===== src/rtl/fifo_wr_arbiter_if.sv =====
// Handshake bundle between the write-side requesters, the arbiter and the FIFO write port.
// The master modport is the arbiter; the slave modport is whatever drives requests and full.
interface fifo_wr_arbiter_if #(
  parameter int NUM_REQ    = 4,
  parameter int DATA_WIDTH = 8
);
  localparam int IDX_W = $clog2(NUM_REQ);

  logic [NUM_REQ-1:0]            req_valid;
  logic [NUM_REQ*DATA_WIDTH-1:0] req_data;
  logic [NUM_REQ-1:0]            req_last;
  logic [NUM_REQ-1:0]            req_ready;
  logic                          full;
  logic                          wr_en;
  logic [DATA_WIDTH-1:0]         wr_data;
  logic [IDX_W-1:0]              wr_src;
  logic                          busy;

  modport master (
    input  req_valid, req_data, req_last, full,
    output req_ready, wr_en, wr_data, wr_src, busy
  );

  modport slave (
    output req_valid, req_data, req_last, full,
    input  req_ready, wr_en, wr_data, wr_src, busy
  );
endinterface


===== src/rtl/fifo_wr_arbiter.sv =====
// Round-robin burst arbiter sharing one async-FIFO write port among NUM_REQ write-domain requesters.
// Each grant lasts until packet-last, MAX_BURST accepted beats, or the requester drops valid.
module fifo_wr_arbiter #(
  parameter int NUM_REQ    = 4,
  parameter int DATA_WIDTH = 8,
  parameter int MAX_BURST  = 8
) (
  input  logic                w_clk,
  input  logic                w_reset_n,
  fifo_wr_arbiter_if.master   bus
);
  localparam int IDX_W = $clog2(NUM_REQ);
  localparam int CNT_W = $clog2(MAX_BURST + 1);

  typedef enum logic {IDLE = 1'b0, BURST = 1'b1} state_t;

  state_t             state_q, state_d;
  logic [IDX_W-1:0]   grant_q, grant_d;
  logic [IDX_W-1:0]   rrPtr_q, rrPtr_d;
  logic [CNT_W-1:0]   beatCnt_q, beatCnt_d;
  logic               granted_q, granted_d;

  logic [IDX_W-1:0]   pickIdx;
  logic [IDX_W-1:0]   cand;
  logic               pickFound;
  logic [NUM_REQ-1:0] reqReady;
  logic               wrEn;
  logic [DATA_WIDTH-1:0] selData;

  // Power-of-two NUM_REQ lets the index adder wrap the search naturally.
  always_comb begin
    pickIdx   = rrPtr_q;
    pickFound = 1'b0;
    cand      = rrPtr_q;
    for (int k = 0; k < NUM_REQ; k++) begin
      cand = rrPtr_q + IDX_W'(k);
      if (!pickFound && bus.req_valid[cand]) begin
        pickIdx   = cand;
        pickFound = 1'b1;
      end
    end
  end

  always_comb begin
    selData = '0;
    for (int i = 0; i < NUM_REQ; i++) begin
      if (grant_q == IDX_W'(i)) selData = bus.req_data[i*DATA_WIDTH +: DATA_WIDTH];
    end
  end

  always_comb begin
    state_d   = state_q;
    grant_d   = grant_q;
    rrPtr_d   = rrPtr_q;
    beatCnt_d = beatCnt_q;
    granted_d = granted_q;
    reqReady  = '0;
    wrEn      = 1'b0;

    case (state_q)
      IDLE: begin
        if (pickFound) begin
          grant_d   = pickIdx;
          granted_d = 1'b1;
          beatCnt_d = '0;
          state_d   = BURST;
        end
      end

      BURST: begin
        // Reset low gates the handshake so a burst is abandoned without one more write.
        reqReady[grant_q] = !bus.full && w_reset_n;
        wrEn              = bus.req_valid[grant_q] && !bus.full && w_reset_n;
        if (wrEn) beatCnt_d = beatCnt_q + CNT_W'(1);

        if (!bus.req_valid[grant_q] ||
            (wrEn && (bus.req_last[grant_q] ||
                      (beatCnt_q + CNT_W'(1) == CNT_W'(MAX_BURST))))) begin
          state_d   = IDLE;
          rrPtr_d   = grant_q + IDX_W'(1);
          beatCnt_d = '0;
        end
      end

      default: state_d = IDLE;
    endcase
  end

  always_ff @(posedge w_clk) begin
    if (!w_reset_n) begin
      state_q   <= IDLE;
      grant_q   <= '0;
      rrPtr_q   <= '0;
      beatCnt_q <= '0;
      granted_q <= 1'b0;
    end else begin
      state_q   <= state_d;
      grant_q   <= grant_d;
      rrPtr_q   <= rrPtr_d;
      beatCnt_q <= beatCnt_d;
      granted_q <= granted_d;
    end
  end

  // wr_data reads zero until the first grant, then follows the current or last granted requester.
  assign bus.req_ready = reqReady;
  assign bus.wr_en     = wrEn;
  assign bus.wr_src    = grant_q;
  assign bus.wr_data   = granted_q ? selData : '0;
  assign bus.busy      = (state_q == BURST);
endmodule

===== src/flat_wrapper.sv =====
// flat-port wrapper written by rule: the top's interface ports become plain ports
module fifo_wr_arbiter_flat 
#(
  parameter int NUM_REQ    = 4,
  parameter int DATA_WIDTH = 8,
  parameter int MAX_BURST  = 8
)
  (w_clk, w_reset_n, bus_req_valid, bus_req_data, bus_req_last, bus_full, bus_req_ready, bus_wr_en, bus_wr_data, bus_wr_src, bus_busy);
  fifo_wr_arbiter_if #(.NUM_REQ(NUM_REQ), .DATA_WIDTH(DATA_WIDTH)) bus_i ();
  input  logic w_clk;
  input  logic w_reset_n;
  input wire logic [$bits(bus_i.req_valid)-1:0] bus_req_valid;
  input wire logic [$bits(bus_i.req_data)-1:0] bus_req_data;
  input wire logic [$bits(bus_i.req_last)-1:0] bus_req_last;
  input wire logic [$bits(bus_i.full)-1:0] bus_full;
  output wire logic [$bits(bus_i.req_ready)-1:0] bus_req_ready;
  output wire logic [$bits(bus_i.wr_en)-1:0] bus_wr_en;
  output wire logic [$bits(bus_i.wr_data)-1:0] bus_wr_data;
  output wire logic [$bits(bus_i.wr_src)-1:0] bus_wr_src;
  output wire logic [$bits(bus_i.busy)-1:0] bus_busy;
  assign bus_i.req_valid = bus_req_valid;
  assign bus_i.req_data = bus_req_data;
  assign bus_i.req_last = bus_req_last;
  assign bus_i.full = bus_full;
  assign bus_req_ready = bus_i.req_ready;
  assign bus_wr_en = bus_i.wr_en;
  assign bus_wr_data = bus_i.wr_data;
  assign bus_wr_src = bus_i.wr_src;
  assign bus_busy = bus_i.busy;
  fifo_wr_arbiter #(.NUM_REQ(NUM_REQ), .DATA_WIDTH(DATA_WIDTH), .MAX_BURST(MAX_BURST)) u_core (.w_clk(w_clk), .w_reset_n(w_reset_n), .bus(bus_i));
endmodule

===== config.mk =====
export PLATFORM = sky130hd
export DESIGN_NAME = fifo_wr_arbiter_flat
export DESIGN_NICKNAME = d
export VERILOG_FILES = /design/src/rtl/fifo_wr_arbiter_if.sv /design/src/rtl/fifo_wr_arbiter.sv /design/src/flat_wrapper.sv
export SDC_FILE = /design/constraint.sdc
export NUM_CORES = 1
export LEC_CHECK = 0
export CAP_MARGIN = 20
export CORE_MARGIN = 3
export CORE_UTILIZATION = 41
export DETAILED_ROUTE_END_ITERATION = 10
export PLACE_DENSITY = 0.85
export SETUP_SLACK_MARGIN = 0.02
export SKIP_LAST_GASP = 1
export SLEW_MARGIN = 20
export SYNTH_ARGS = -nofsm -noshare
export SYNTH_HDL_FRONTEND = slang
export SYNTH_SLANG_ARGS = --single-unit
export TNS_END_PERCENT = 10

===== constraint.sdc =====
create_clock -name w_clk -period 5.64 [get_ports w_clk]
set_input_delay 1.41 -clock w_clk [delete_from_list [all_inputs] [get_ports w_clk]]
set_output_delay 1.41 -clock w_clk [all_outputs]
set_load 0.01 [all_outputs]

==> flow_metrics.py <==
metrics = {
    "global_route": {
        "grt_pass1_wl_um": 5520,
        "antenna_found_initial": 0,
        "grt_max_degree": 18,
        "overflow": 0,
        "grt_pass1_vias": 1217,
        "grtUsageTotal": 0.215,
    },
    "detailed_routing": {
        "dr.max_layer_used": "met4",
        "initialDrtViolationCount": 66,
        "wl_per_cell_um": 14.9,
        "ant_nets": 0,
        "route.met2.wl_um": 1530,
        "drcViolationCount": 0,
        "avgViaCountPerCell": 5.55,
        "wl_met3_um": 309,
        "num_vias": 1271,
        "met1_length_um": 1520,
        "wl_um": 3410,
        "firstDrtPassIters": 4,
    },
    "timing": {
        "final.period_utilization": 0.864,
        "drv_slew": 0,
        "hold_ws_ps": 502,
        "setup_ws_ps": 765,
        "max-slew-margin-rel": 0.585,
        "rsz0062_at_grt": "false",
        "hold_violations": 0,
        "fmax_ghz": 0.205,
        "finalClockSkew_ps": 6.81,
        "setup_viol": 0,
        "worst_pin_slew_ps": 621,
        "finalSetupTns_ps": 0,
        "layout_min_cycle_time_ps": 4870,
    },
    "flow_run": {
        "cap_violations": 0,
    },
    "logic_synthesis": {
        "synth_top_flop_cell": "dfxtp_1",
        "synth-seq-area-share": 0.189,
        "synthCells": 146,
        "ys_warn_count": 0,
        "netlist_area_um2": 1060,
        "ys_ff_latch": 10,
        "async_reset_ff_frac": 0,
        "ys_top_cells_by_count": "a21oi_1, nand2_1, nor2b_1",
        "synth_top_area_cell": "dfxtp_1",
        "synth.area.top_cells": "dfxtp_1, a21oi_1, nor2b_1, ha_1, nand2_1",
        "netlist.area_leader.share": 0.189,
        "synth.distinct_cells": 34,
        "synth.net_count": 195,
        "synth-edff-count": 0,
        "avgSynthCellArea_um2": 7.25,
    },
    "cts": {
        "ctsResizeCount": 0,
        "cts-htree-levels": 1,
        "clkTransAtPathRegs_ps": 70,
        "cts_root_buf": "clkbuf_4",
        "postCtsSetupBuffers": 0,
        "numCtsBuffers": 3,
        "cts_buffer_depth": 2,
        "hold_buffers": 0,
        "cts_tree": "built",
        "clkLatencyLatePin_ps": 270,
        "cts_sinks": 10,
    },
    "power_and_ir_drop": {
        "vdd_ir_drop_max_v": 0.000134,
        "p_per_area_nw_per_um2": 163,
        "p_leak_nw": 0.633,
        "finalPower_mw": 0.274,
    },
    "setup_path": {
        "slowest_delay_ps": 690,
        "crit_path_cell_trace": "clkdlybuf4s50_1 -> nor2b_1 -> and3_1 -> clkdlybuf4s50_1",
        "startpoint_type": "input port",
        "criticalPathCategory": "in -> out",
        "cp_slowest_cell": "clkdlybuf4s50_1",
        "cp.required_ps": 4230,
        "cp_max_fo": 14,
        "cp-end-kind": "primary output",
        "critical_path.top_delay_family": "buffers and inverters",
        "cpMostUsedCell": "clkdlybuf4s50_1",
        "arrival_ps": 3460,
        "path_buf_inv": 2,
    },
    "floorplan": {
        "start_util": 0.457,
        "core_um2": 2320,
        "die_area_um2": 3230,
        "fp.dieH_um": 56.8,
        "io_pins": 59,
        "row_count": 17,
        "die_w_um": 56.8,
    },
    "placement": {
        "place_area_um2": 1650,
        "post-place-ws_ps": 810,
        "dpl.hpwl_um": 2720,
        "dp.cells": 225,
        "numPortBuffers": 58,
        "globalplace.congestion": 0.848,
    },
    "layout": {
        "num-nets-final": 251,
        "area_growth_pct": 58.9,
        "fin_cells": 229,
        "final_area_um2": 1680,
        "fillers": 189,
        "multi_input_area_um2": 800,
        "seqCellArea_um2": 200,
        "fin_util": 0.725,
        "antennaDiodeCount": 0,
        "drive_gt1_frac": 0.0597,
    },
    "min_path": {
        "hold_path.class": "reg -> reg",
    },
    "outcome": {
        "run_status": "complete, no violations",
    },
}
[area by class of cell]
| class | count | area share |
|---|---|---|
| clock buffer | 4 | 0.0216 |
| inverter | 8 | 0.0179 |
| multi-input combinational | 121 | 0.475 |
| sequential | 10 | 0.119 |
| tap | 28 | 0.0208 |
| timing repair buffer | 58 | 0.345 |
[cell usage in the layout, fill, tap and decap left out, drive strengths merged, types with 6 or more instances in the layout]
master	netlist	final
clkdlybuf4s50	0	58
nand2	18	18
a21oi	18	18
nor2b	14	14
dfxtp	10	10
inv	8	8
o21ai	8	8
and3	8	8
nor2	7	7
and2	6	6
ha	6	6
[cells by family (layout without fill, tap and decap cells)]
kind of cell,after synthesis,in the layout,share of synthesized area
AO/OA/AOI/OAI,42,42,0.266
AND/OR/NAND/NOR,67,67,0.348
adder cells (fa/ha/maj),6,6,0.0709
flip-flops,10,10,0.189
multiplexers,6,6,0.0709
buffers and inverters,15,70,0.0555
[sequential cells by signal (all words and copies together) (netlist names)]
register	count
u_core.granted_q	1
u_core.beatCnt_q	4
u_core.bus.wr_src	2
u_core.rrPtr_q	2
u_core.bus.busy	1
[tightest hold or removal path: cells and delay by family (launching register included)]
kind	cells	cell delay [ps]
and+or+nand+nor	1	60
muxes	1	60
DFF	1	340
[power breakdown]
group | total, mW | internal [mW] | leakage, nW | switching, mW
combinational | 0.127 | 0.0734 | 0.530 | 0.0533
sequential | 0.0825 | 0.0748 | 0.0818 | 0.00770
clock | 0.0652 | 0.0393 | 0.0210 | 0.0259
total | 0.274 | 0.187 | 0.633 | 0.0870
[layer usage]
layer | global-route usage | vias to the layer above
met3 | 0.0368 | 5
met5 | 0 | -
met1 | 0.285 | 575
met4 | 0.0795 | 0
met2 | 0.345 | 57
li1 | - | 634
[path summary, 6_finish.rpt]
check	from	end	slack, ps	cells past startpoint
worst max-delay path	w_reset_n	bus_wr_en	770	4
worst min-delay path	u_core.rrPtr_q[0]	u_core.rrPtr_q[0]	500	2
worst max register to register	u_core.bus.wr_src[0]	u_core.beatCnt_q[2]	3770	5
worst min register to register	u_core.rrPtr_q[0]	u_core.rrPtr_q[0]	500	2
Note: power is estimated with default switching activity, not from simulation.
